### config.mk
export PLATFORM = sky130hd
export DESIGN_NAME = fetch_controller
export DESIGN_NICKNAME = d
export VERILOG_FILES = /design/src/rtl/fetch_controller.sv
export SDC_FILE = /design/constraint.sdc
export NUM_CORES = 1
export LEC_CHECK = 0
export CORE_MARGIN = 2
export CORE_UTILIZATION = 35
export CTS_BUF_LIST = sky130_fd_sc_hd__clkbuf_8 sky130_fd_sc_hd__clkbuf_16
export DETAILED_ROUTE_END_ITERATION = 10
export GPL_TIMING_DRIVEN = 0
export PLACE_DENSITY_LB_ADDON = 0.12
export SYNTH_ARGS = -nofsm -noshare
export SYNTH_HDL_FRONTEND = slang
export SYNTH_SLANG_ARGS = --single-unit
### constraint.sdc
create_clock -name fc_clk -period 4.6 [get_ports fc_clk]
set_clock_uncertainty 0.1 [all_clocks]
set_input_delay 1.38 -clock fc_clk [delete_from_list [all_inputs] [get_ports fc_clk]]
set_output_delay 1.38 -clock fc_clk [all_outputs]
set_load 0.05 [all_outputs]
### src/rtl/fetch_controller.sv
// -----------------------------------------------------------------------------
// fetch_controller
//
// Instruction fetch sequencer. It issues one memory request at a time, captures
// the returned word into a registered output slot, and holds that slot until
// downstream consumes it. Redirects cancel the held word or the in-flight
// request. A redirect that arrives while a request is outstanding sends the FSM
// to FLUSH, which waits for the stale ack and throws the word away.
//
// Configuration macros:
//   PC_WIDTH         address width (default 32)
//   IWIDTH           instruction width (default 32)
//   FETCH_TIMEOUT_EN when defined, an unacknowledged request is dropped for
//                    one cycle after TIMEOUT waiting cycles and then reissued.
//                    fc_o_timeout pulses during the dropped cycle.
//
// Ports:
//   fc_clk, fc_rst      clock, synchronous active-high reset
//   fc_i_ce             fetch enable
//   fc_i_stall          downstream not ready; the held word is not consumed
//   fc_i_redirect(_pc)  redirect strobe and target address
//   fc_o_req, fc_o_addr memory request (level) and its address
//   fc_i_ack, fc_i_instr one-cycle acknowledge and the returned word
//   fc_o_instr, fc_o_pc, fc_o_valid  fetched word, its address, slot occupied
//   fc_o_timeout        one-cycle ack-timeout pulse (constant 0 without macro)
// -----------------------------------------------------------------------------
`ifndef PC_WIDTH
`define PC_WIDTH 32
`endif
`ifndef IWIDTH
`define IWIDTH 32
`endif

module fetch_controller #(
  parameter logic [`PC_WIDTH-1:0] RESET_PC = '0,
  parameter int unsigned          TIMEOUT  = 15   // must be >= 1
) (
  input  logic                 fc_clk,
  input  logic                 fc_rst,
  input  logic                 fc_i_ce,
  input  logic                 fc_i_stall,
  input  logic                 fc_i_redirect,
  input  logic [`PC_WIDTH-1:0] fc_i_redirect_pc,
  output logic                 fc_o_req,
  output logic [`PC_WIDTH-1:0] fc_o_addr,
  input  logic                 fc_i_ack,
  input  logic [`IWIDTH-1:0]   fc_i_instr,
  output logic [`IWIDTH-1:0]   fc_o_instr,
  output logic [`PC_WIDTH-1:0] fc_o_pc,
  output logic                 fc_o_valid,
  output logic                 fc_o_timeout
);

  typedef enum logic [1:0] {S_IDLE, S_REQ, S_HOLD, S_FLUSH} state_e;

  state_e                 state_q, state_d;
  logic [`PC_WIDTH-1:0]   pc_q, pc_d;       // next fetch address
  logic [`PC_WIDTH-1:0]   addr_q, addr_d;   // address of the current request
  logic [`PC_WIDTH-1:0]   opc_q, opc_d;     // address of the held word
  logic [`IWIDTH-1:0]     instr_q, instr_d;
  logic                   valid_q, valid_d;
  logic                   req_q, req_d;
  logic                   ack_ok;

`ifdef FETCH_TIMEOUT_EN
  localparam int unsigned CNT_W = (TIMEOUT < 2) ? 1 : $clog2(TIMEOUT);
  logic [CNT_W-1:0] cnt_q, cnt_d;
  logic             timeout_q, timeout_d;
`endif

  always_comb begin
    // NOTE: every next-state value defaults to its current value before any
    // branch, so no path through this block can infer a latch.
    state_d = state_q;
    pc_d    = pc_q;
    addr_d  = addr_q;
    opc_d   = opc_q;
    instr_d = instr_q;
    valid_d = valid_q;

    // An ack is only meaningful while the request line is high. The line is
    // low in IDLE/HOLD and during a timeout drop cycle.
    ack_ok = fc_i_ack && req_q;

    if (fc_i_redirect) begin
      pc_d    = fc_i_redirect_pc;
      valid_d = 1'b0;
      case (state_q)
        S_REQ: begin
          if (ack_ok) begin
            addr_d = fc_i_redirect_pc;   // returned word dropped, refetch now
          end else begin
            state_d = S_FLUSH;           // keep addr until the stale ack lands
          end
        end
        S_FLUSH: begin
          // A redirect without an ack keeps waiting. A redirect with an ack
          // retires the stale request here; otherwise FLUSH would wait for an
          // ack that never comes.
          if (ack_ok) begin
            if (fc_i_ce) begin
              addr_d  = fc_i_redirect_pc;
              state_d = S_REQ;
            end else begin
              state_d = S_IDLE;
            end
          end
        end
        default: begin                   // IDLE, HOLD
          if (fc_i_ce) begin
            addr_d  = fc_i_redirect_pc;
            state_d = S_REQ;
          end else begin
            state_d = S_IDLE;
          end
        end
      endcase
    end else begin
      case (state_q)
        S_IDLE: begin
          if (fc_i_ce) begin
            addr_d  = pc_q;
            state_d = S_REQ;
          end
        end
        S_REQ: begin
          if (!fc_i_ce) begin
            // Fetch disabled: the bus request must still complete, but its
            // word is discarded. If the ack is already here, nothing is left.
            state_d = ack_ok ? S_IDLE : S_FLUSH;
          end else if (ack_ok) begin
            instr_d = fc_i_instr;
            opc_d   = addr_q;
            valid_d = 1'b1;
            pc_d    = addr_q + `PC_WIDTH'(4);  // wraps modulo 2^PC_WIDTH
            state_d = S_HOLD;
          end
        end
        S_HOLD: begin
          if (!fc_i_ce) begin
            valid_d = 1'b0;
            state_d = S_IDLE;
          end else if (!fc_i_stall) begin
            valid_d = 1'b0;
            addr_d  = pc_q;
            state_d = S_REQ;
          end
        end
        S_FLUSH: begin
          if (ack_ok) begin
            if (fc_i_ce) begin
              addr_d  = pc_q;
              state_d = S_REQ;
            end else begin
              state_d = S_IDLE;
            end
          end
        end
        default: state_d = S_IDLE;
      endcase
    end

`ifdef FETCH_TIMEOUT_EN
    // Count waiting cycles of one continuous request. Any ack, a state change
    // or the drop cycle itself restarts the count.
    cnt_d     = '0;
    timeout_d = 1'b0;
    if ((state_q == S_REQ || state_q == S_FLUSH) && state_d == state_q &&
        req_q && !ack_ok) begin
      if (cnt_q == CNT_W'(TIMEOUT - 1)) begin
        timeout_d = 1'b1;
      end else begin
        cnt_d = cnt_q + CNT_W'(1);
      end
    end
    req_d = (state_d == S_REQ || state_d == S_FLUSH) && !timeout_d;
`else
    req_d = (state_d == S_REQ || state_d == S_FLUSH);
`endif
  end

  always_ff @(posedge fc_clk) begin
    if (fc_rst) begin
      state_q   <= S_IDLE;
      pc_q      <= RESET_PC;
      addr_q    <= RESET_PC;
      opc_q     <= '0;
      instr_q   <= '0;
      valid_q   <= 1'b0;
      req_q     <= 1'b0;
`ifdef FETCH_TIMEOUT_EN
      cnt_q     <= '0;
      timeout_q <= 1'b0;
`endif
    end else begin
      // NOTE: non-blocking assignments so every register samples the values
      // from before this edge, whatever the statement order.
      state_q   <= state_d;
      pc_q      <= pc_d;
      addr_q    <= addr_d;
      opc_q     <= opc_d;
      instr_q   <= instr_d;
      valid_q   <= valid_d;
      req_q     <= req_d;
`ifdef FETCH_TIMEOUT_EN
      cnt_q     <= cnt_d;
      timeout_q <= timeout_d;
`endif
    end
  end

  assign fc_o_req   = req_q;
  assign fc_o_addr  = addr_q;
  assign fc_o_instr = instr_q;
  assign fc_o_pc    = opc_q;
  assign fc_o_valid = valid_q;

`ifdef FETCH_TIMEOUT_EN
  assign fc_o_timeout = timeout_q;
`else
  assign fc_o_timeout = 1'b0;
  logic unused_timeout;
  assign unused_timeout = (TIMEOUT != 0);
`endif

endmodule
==> results.ini <==
[detailed_routing]
vias = 5747
wl_per_cell_um = 17.4
viasPerCell = 5.19
wirelength_mm = 19.2
route.detailed.drc = 0
ant_nets = 0
first_pass_iters = 5
drt-initial-drc-count = 381

[clocking]
clkTransAtPathRegs_ns = 0.05
ctsResizeCount = 0
post-cts-setup-buffer-count = 0
cts_tree = done
root_buffer = clkbuf_16
numCtsBuffers = 17
hold_buffers = 0
cts.sinks = 131
cts_max_level = 4
clk_latency_ns = 0.42
clock_path_buffers = 2

[grt]
grt_pass1_wl_mm = 30.0
first_global_vias = 5550
antenna_found_initial = 0
overflow = 0
grt_start_max_net_pins = 17
grt_use_total = 0.219

[yosys]
synth_async_sr_flop_share = 0
yosysWarnings = 0
syn_area_um2 = 5720
synth_commonest_cells = nand2_1, dfxtp_1, a21oi_1
seq_area_frac_synth = 0.458
yosys.area.top_type = dfxtp_1
syn_inst = 695
synth_fp_nets = 766
synth_top_area_share = 0.458
synth_edf_count = 0
ys_ff_latch = 131
synth.most_common_cell = nand2_1
syn_avg_cell_area_um2 = 8.23
synthTopCellsByArea = dfxtp_1, nand2_1, a21oi_1
synth_top_flop_cell = dfxtp_1
synth.distinct_cells = 49

[die]
start_util = 0.359
die_w_um = 132
num_rows = 46
die_h_um = 132
die_area_um2 = 17400
io_pins = 169
core_area_um2 = 15900

[hold_path]
worstHoldPathType = reg2reg

[timing]
fmax_mhz = 285
slew_violations = 0
slew-limit-headroom = 0.409
layout_min_cycle_time_ns = 3.51
setup-violations-final = 0
finalHoldViolations = 0
fin_ws_ns = 1.09
post-route-period-util = 0.762
worst_pin_slew_ns = 0.886
setup_tns_ns = 0
rsz0062_at_grt = no

[placed_design]
place.gp.congestion = 0.838
dp_hpwl_mm = 13.9
dp_slack_ns = 0.688
port_buffers = 166

[layout]
fin_nets = 951
syn_to_final_growth_pct = 42.6
diodes = 0
fill_cells = 1512
final_layout_size_suffix_gt1_frac = 0.0617

[critical_path]
cp.required_ns = 4.84
cp_max_fo = 10
regToRegEndpoint = fc_o_pc[30]$_SDFFE_PP0P_
r2r_start = state_q[0]$_SDFF_PP0_
reg2reg_depth = 6
critical_path_arrival_ns = 3.75
crit_type = in2reg
end_kind = flop
reg2reg_slack_ns = 2.14
startpoint = fc_i_redirect
endpoint = fc_o_pc[30]$_SDFFE_PP0P_
critPathLaunchType = primary input

[power_and_ir_drop]
p_per_area_nw_per_um2 = 363
vdd_drop_max_mv = 0.237
p_leak_nw = 2.80

[run_status]
outcome = finished, final reports clean

[job]
cap_violations = 0

cell type report:
class | count | area [um2] | area share
buffer | 56 | 243 | 0.0298
clock buffer | 19 | 453 | 0.0555
clock inverter | 11 | 52.6 | 0.00644
inverter | 6 | 22.5 | 0.00276
multi-input combinational | 502 | 2830 | 0.347
sequential | 131 | 2620 | 0.321
tap | 216 | 270 | 0.0331
timing repair buffer | 166 | 1660 | 0.204
cell families (layout without fill, tap and decap cells):
logic type / Yosys count / in the layout / share of synthesized area
compound gates: 171 / 171 / 0.189
fa+ha+maj: 1 / 1 / 0.00219
other cells: 1 / 1 / 0.000656
simple gates: 280 / 280 / 0.222
mux: 27 / 27 / 0.0472
flops: 131 / 131 / 0.458
xor+xnor: 22 / 22 / 0.0337
buf+inv: 62 / 258 / 0.0464
flip-flops by register name (all words and copies together), names as in the netlist:
signal / count
fc_o_instr: 32
fc_o_pc: 32
state_q: 2
fc_o_valid: 1
fc_o_addr: 32
pc_q: 32
layout by cell type (no fill, tap or decap), types with 2 or more instances in the layout:
cell type | netlist | final
clkinvlp_4 | 0 | 2
nor3_1 | 9 | 9
clkbuf_1 | 37 | 37
clkbuf_8 | 0 | 2
o22ai_1 | 11 | 11
nor4_2 | 3 | 3
clkdlybuf4s50_1 | 0 | 166
xnor2_1 | 19 | 19
buf_1 | 5 | 5
dfxtp_1 | 131 | 131
and3_1 | 4 | 4
nand4_1 | 5 | 5
a21oi_1 | 84 | 84
buf_6 | 2 | 2
nand2b_1 | 8 | 8
o31a_2 | 5 | 5
a211oi_1 | 29 | 29
nand3_1 | 12 | 12
mux2i_1 | 27 | 27
clkbuf_16 | 0 | 17
nand2_1 | 154 | 154
nor2_1 | 59 | 59
nor4_1 | 5 | 5
o21ai_0 | 9 | 9
inv_1 | 6 | 12
clkinv_2 | 0 | 3
a311oi_1 | 6 | 6
and4_1 | 4 | 4
nand3b_1 | 3 | 3
or2_2 | 2 | 2
o32ai_1 | 4 | 4
xor2_1 | 3 | 3
a22oi_1 | 18 | 18
buf_2 | 11 | 11
critical path: stages:
cell	delay [ns]
clkdlybuf4s50_1	0.54
buf_2	0.26
nor2_1	0.65
clkbuf_1	0.63
nand2_1	0.13
a21oi_1	0.15
power by group:
| group | internal [W] | total [W] | switching (W) | leakage, nW |
|---|---|---|---|---|
| Combinational | 0.000206 | 0.000527 | 0.000321 | 1.46 |
| Clock | 0.000693 | 0.00117 | 0.000476 | 0.268 |
| Sequential | 0.00119 | 0.00127 | 0.0000738 | 1.07 |
worst min-delay path by stage:
stage | startpoint | end | cells past startpoint | slack (ns)
floorplan | pc_q[11]$_SDFFE_PP0P_ | pc_q[11]$_SDFFE_PP0P_ | 2 | 0.37
global placement | fc_o_instr[27]$_SDFFE_PP0P_ | fc_o_instr[27]$_SDFFE_PP0P_ | 2 | 0.34
detailed placement | fc_o_pc[8]$_SDFFE_PP0P_ | fc_o_pc[8]$_SDFFE_PP0P_ | 2 | 0.35
CTS | fc_o_pc[8]$_SDFFE_PP0P_ | fc_o_pc[8]$_SDFFE_PP0P_ | 2 | 0.35
global route | fc_o_pc[24]$_SDFFE_PP0P_ | fc_o_pc[24]$_SDFFE_PP0P_ | 2 | 0.37
finish | fc_o_instr[29]$_SDFFE_PP0P_ | fc_o_instr[29]$_SDFFE_PP0P_ | 2 | 0.35
metrics by stage:
step	instance area [um2]	std cells	util	power, W	hold WS [ns]
after floorplan	5720	695	-	0.00159	0.367
after global placement	7650	1077	0.480	0.00181	0.342
after detailed placement	7650	1077	0.480	0.00182	0.345
after CTS	8160	1107	0.512	0.00298	0.353
after global routing	8160	1107	0.512	0.00308	0.367
final	8160	1107	0.512	0.00296	0.352
routing by layer:
metal | part of all wire | track usage | routed length [um] | vias up
met5 | 0 | 0 | 0 | -
li1 | - | - | - | 2789
met3 | 0.062 | 0.0554 | 1190 | 38
met1 | 0.42 | 0.268 | 8060 | 2694
met4 | 0.028 | 0.0833 | 545 | 0
met2 | 0.49 | 0.370 | 9410 | 226
Power figures use the tool's default switching activity.
==> RTL change 1 (config.mk and constraints unchanged) <==
Set the macro `IWIDTH` to 36 (it was 32). Comments in the files are not updated.
--- a/src/rtl/fetch_controller.sv
+++ b/src/rtl/fetch_controller.sv
@@ -28,7 +28,7 @@
 `define PC_WIDTH 32
 `endif
 `ifndef IWIDTH
-`define IWIDTH 32
+`define IWIDTH 36
 `endif
 
 module fetch_controller #(
Interface: changed (resized fc_i_instr and fc_o_instr); port bits go from 169 to 177. The function was not compared with the original's and may differ.
==> RTL change 1 against the original RTL <==
- total power grew 11%
- cell area grew 5.0%
- routed wire length increased by 4.8%
- worst setup slack worse by 0.027 ns
- global-route usage grew 0.55 points
- area after synthesis increased by 3.8%
- via count up 3.0%
- sequential cell count is 4 higher
- first-iteration DRC count down 15%
- largest cell class unchanged
==> RTL change 1: results (changes against the original RTL) <==
run_status:
  outcome: "completed"
power:
  p_leak_nw: 2.99  # +6.8%
  switchingPower_mw: 0.913  # +4.9%
drt:
  met1Wirelength_um: 9450  # +17%
  wire_per_inst_um: 17.4  # +0.16%
  via_count: 5921  # +3.0%
  wl_met2_um: 8950  # -4.9%
logic_synthesis:
  synth-compound-area-share_pct: 18.8  # -0.18 points
  yosys-mux-area-fraction_pct: 4.59  # -0.13 points
  syn_nets: 809  # +5.6%
  synth_xor_area_share_pct: 2.80  # -0.57 points
  synth.distinct_cells: 51  # +4.1%
worst_setup_path:
  crit_arrival_ns: 3.78  # +0.03 ns
  crit_start: "fc_i_ack"
  cp_slowest_cell: "clkdlybuf4s50_1"
  critPathMaxStageDelay_ns: 0.60  # -0.05 ns
global_routing:
  grt_pass1_vias: 5654  # +1.9%
  use_met3_pct: 5.40  # -0.13 points
  use_met2_pct: 34.8  # -2.1 points
cells_and_area:
  fillers: 1626  # +7.5%
  drive_gt1_share_pct: 7.14  # +0.97 points
  final_net_count: 1001  # +5.3%
placement:
  pre_cts_ws_ns: 0.612  # -0.0762 ns
  post-place-cells: 1127  # +4.6%
  place.gp.congestion: 0.860  # +2.7%
timing:
  fin_ws_ns: 1.07  # -0.0266 ns
-- RTL change 1: layout make-up --
type / instances / area, um^2 / share of cell area, %
Sequential cell: 135 / 2700 / 31.5
Clock buffer: 20 / 467 / 5.45
Timing Repair Buffer: 173 / 1730 / 20.2
Tap cell: 220 / 275 / 3.21
Clock inverter: 11 / 155 / 1.81
Inverter: 5 / 18.8 / 0.219
Buffer: 66 / 299 / 3.49
Multi-Input combinational cell: 528 / 2920 / 34.1
-- RTL change 1: cells by family (layout without fill, tap and decap cells) --
| family | after synthesis | after routing |
|---|---|---|
| AND/OR/NAND/NOR | 303 | 303 |
| AO/OA/AOI/OAI | 177 | 177 |
| flip-flops | 135 | 135 |
| buffers and inverters | 71 | 275 |
| multiplexers | 27 | 27 |
| XOR/XNOR | 19 | 19 |
| adder cells (fa/ha/maj) | 1 | 1 |
| other | 1 | 1 |
==> RTL change 2 (same settings) <==
Made on the original files. The 4 states of `state_e` get a one-hot encoding in 4 bits.
--- a/src/rtl/fetch_controller.sv
+++ b/src/rtl/fetch_controller.sv
@@ -51,7 +51,7 @@
   output logic                 fc_o_timeout
 );
 
-  typedef enum logic [1:0] {S_IDLE, S_REQ, S_HOLD, S_FLUSH} state_e;
+  typedef enum logic [3:0] {S_IDLE = 4'b0001, S_REQ = 4'b0010, S_HOLD = 4'b0100, S_FLUSH = 4'b1000} state_e;
 
   state_e                 state_q, state_d;
   logic [`PC_WIDTH-1:0]   pc_q, pc_d;       // next fetch address
Formal check against the unedited RTL: no difference found for any inputs over 4 cycles, from zero or initial values and one cycle with fc_rst high; so few cycles prove little.
==> RTL change 2 against the original RTL <==
- total power increased by 5.4%
- cell count up 1.8%
- area after synthesis grew 4.4%
- worst setup slack better by 0.21 ns
- sequential cell count increased by 3
- worst hold slack improved by 0.0010 ns
- maximum frequency increased by 6.5%
- critical endpoint is now fc_o_addr[29]
- routed wire length decreased by 0.56%
- sequential share of layout area down 0.61 points
- cell area is 4.3% higher
==> RTL change 2: results (changes against the original RTL) <==
run_status:
  outcome: "completed"
logic_synthesis:
  synth_xor_area_share_pct: 4.25  # +0.88 points
  synth_commonest_cells: "148 x nand2_1, 134 x dfxtp_1, 73 x a21oi_1"
  syn_avg_cell_area_um2: 8.39  # +1.9%
  synth-compound-area-share_pct: 17.5  # -1.5 points
  syn_nets: 783  # +2.2%
  yosys-top-cells-area: "dfxtp_1 45%, nand2_1 9.3%, a21oi_1 6.1%"
  synthAdderAreaFrac_pct: 0.209  # -0.0093 points
  yosys-mux-area-fraction_pct: 5.45  # +0.72 points
  ys_seq_area_share_pct: 44.9  # -0.94 points
  synth.distinct_cells: 57  # +16%
power:
  p_leak_nw: 3.01  # +7.3%
  peakVddDrop_mv: 0.247  # +4.2%
  netSwitchingFraction_pct: 26.4  # -3.0 points
worst_setup_path:
  critPathMaxStageDelay_ns: 0.89  # +0.24 ns
  crit_start: "fc_o_addr[29]"
  cpLargestDelayFamily: "buffers and inverters"
  crit_fanout: 6  # -4
  cp_slowest_cell: "clkdlybuf4s50_1"
  reg2reg_from: "fc_o_addr[2]"
placement:
  dpl.hpwl_um: 14300  # +2.8%
  place.gp.congestion: 0.823  # -1.8%
  numPortBuffers: 165  # -0.60%
  placed_area_um2: 7900  # +3.3%
  post-place-cells: 1097  # +1.9%
drt:
  first_iter_violations: 283  # -26%
  totalWireLength_um: 19100  # -0.56%
  via_count: 5772  # +0.44%
cts:
  clk_path_buf_depth: 2  # unchanged
  cts-root-buf: "clkbuf_16"
cells_and_area:
  fillers: 1549  # +2.4%
  drive_gt1_share_pct: 8.82  # +2.6 points
  final_net_count: 967  # +1.7%
timing:
  tightest_slew_ns: 0.776  # -0.111 ns
global_routing:
  use_met1_pct: 27.0  # +0.23 points
  grtUsageTotal_pct: 21.1  # -0.79 points
  grt_pass1_vias: 5697  # +2.6%
  use_met2_pct: 34.9  # -2.1 points
  use_met3_pct: 4.32  # -1.2 points
  grt_pass1_wl_um: 30000  # +0.16%
hold_path:
  hold_start: "fc_o_instr[19]"
## RTL change 2: changes by cell type in the layout (fill, tap and decap cells not counted), moves of 5 or more
cell,before,now
a21oi_1,84,73
a311oi_1,6,0
and3_1,4,10
buf_2,11,19
buf_4,1,8
clkbuf_1,37,26
inv_1,12,3
nand2_1,154,148
nor2b_1,0,5
o21ai_0,9,3
o22ai_1,11,19
o31a_2,5,0
xnor2_1,19,8
xor2_1,3,21
## RTL change 2: stage by stage
step | util [%] | setup slack, ns
after global placement | 47.5 | 0.886
after global routing | 51.1 | 1.11
after detailed placement | 47.5 | 0.847
after floorplan | - | 1.75
final | 51.1 | 1.31
after CTS | 51.1 | 1.25
## RTL change 2: final timing paths
| check | end | slack [ns] | cells past startpoint |
|---|---|---|---|
| max | fc_o_addr[29] | 1.31 | 1 |
| min | fc_o_instr[19] | 0.35 | 2 |
| max reg2reg | pc_q[26] | 2.24 | 6 |
| min reg2reg | fc_o_instr[19] | 0.35 | 2 |
## RTL change 2: worst reg2reg max path, stage by stage (launching register included)
cell     delay, ns
dfxtp_1       0.48
ha_1          0.28
nand4_1       0.25
nor3_2        0.61
nand4_1       0.20
xor2_1        0.21
o22ai_1       0.10
## RTL change 2: layout make-up
| class | instances | area, um^2 | share of cell area, % |
|---|---|---|---|
| buffer | 59 | 307 | 3.60 |
| clock buffer | 21 | 480 | 5.65 |
| clock inverter | 9 | 125 | 1.47 |
| inverter | 3 | 11.3 | 0.132 |
| multi-input combinational | 516 | 2970 | 35.0 |
| sequential | 134 | 2680 | 31.5 |
| tap | 220 | 275 | 3.24 |
| timing repair buffer | 165 | 1650 | 19.4 |
## RTL change 2: logic make-up after synthesis
family                   after synthesis
other                                  1
AND/OR/NAND/NOR                      289
XOR/XNOR                              29
flip-flops                           134
buffers and inverters                 62
AO/OA/AOI/OAI                        164
adder cells (fa/ha/maj)                1
multiplexers                          32
## RTL change 2: power groups by stage
stage	clock network [mW]	registers (mW)	logic, mW
finish	1.39	1.27	0.460
global route	1.46	1.28	0.490
CTS	1.41	1.27	0.459
detailed placement	0	1.29	0.457
global placement	0	1.29	0.451
floorplan	0	1.38	0.183
## RTL change 2: layer usage
metal | wire length, um | up-vias | share of wire (%)
met5 | 0 | - | 0
met2 | 9110 | 176 | 48
met1 | 8660 | 2731 | 45
met4 | 342 | 0 | 1.8
met3 | 988 | 24 | 5.2
li1 | - | 2841 | -
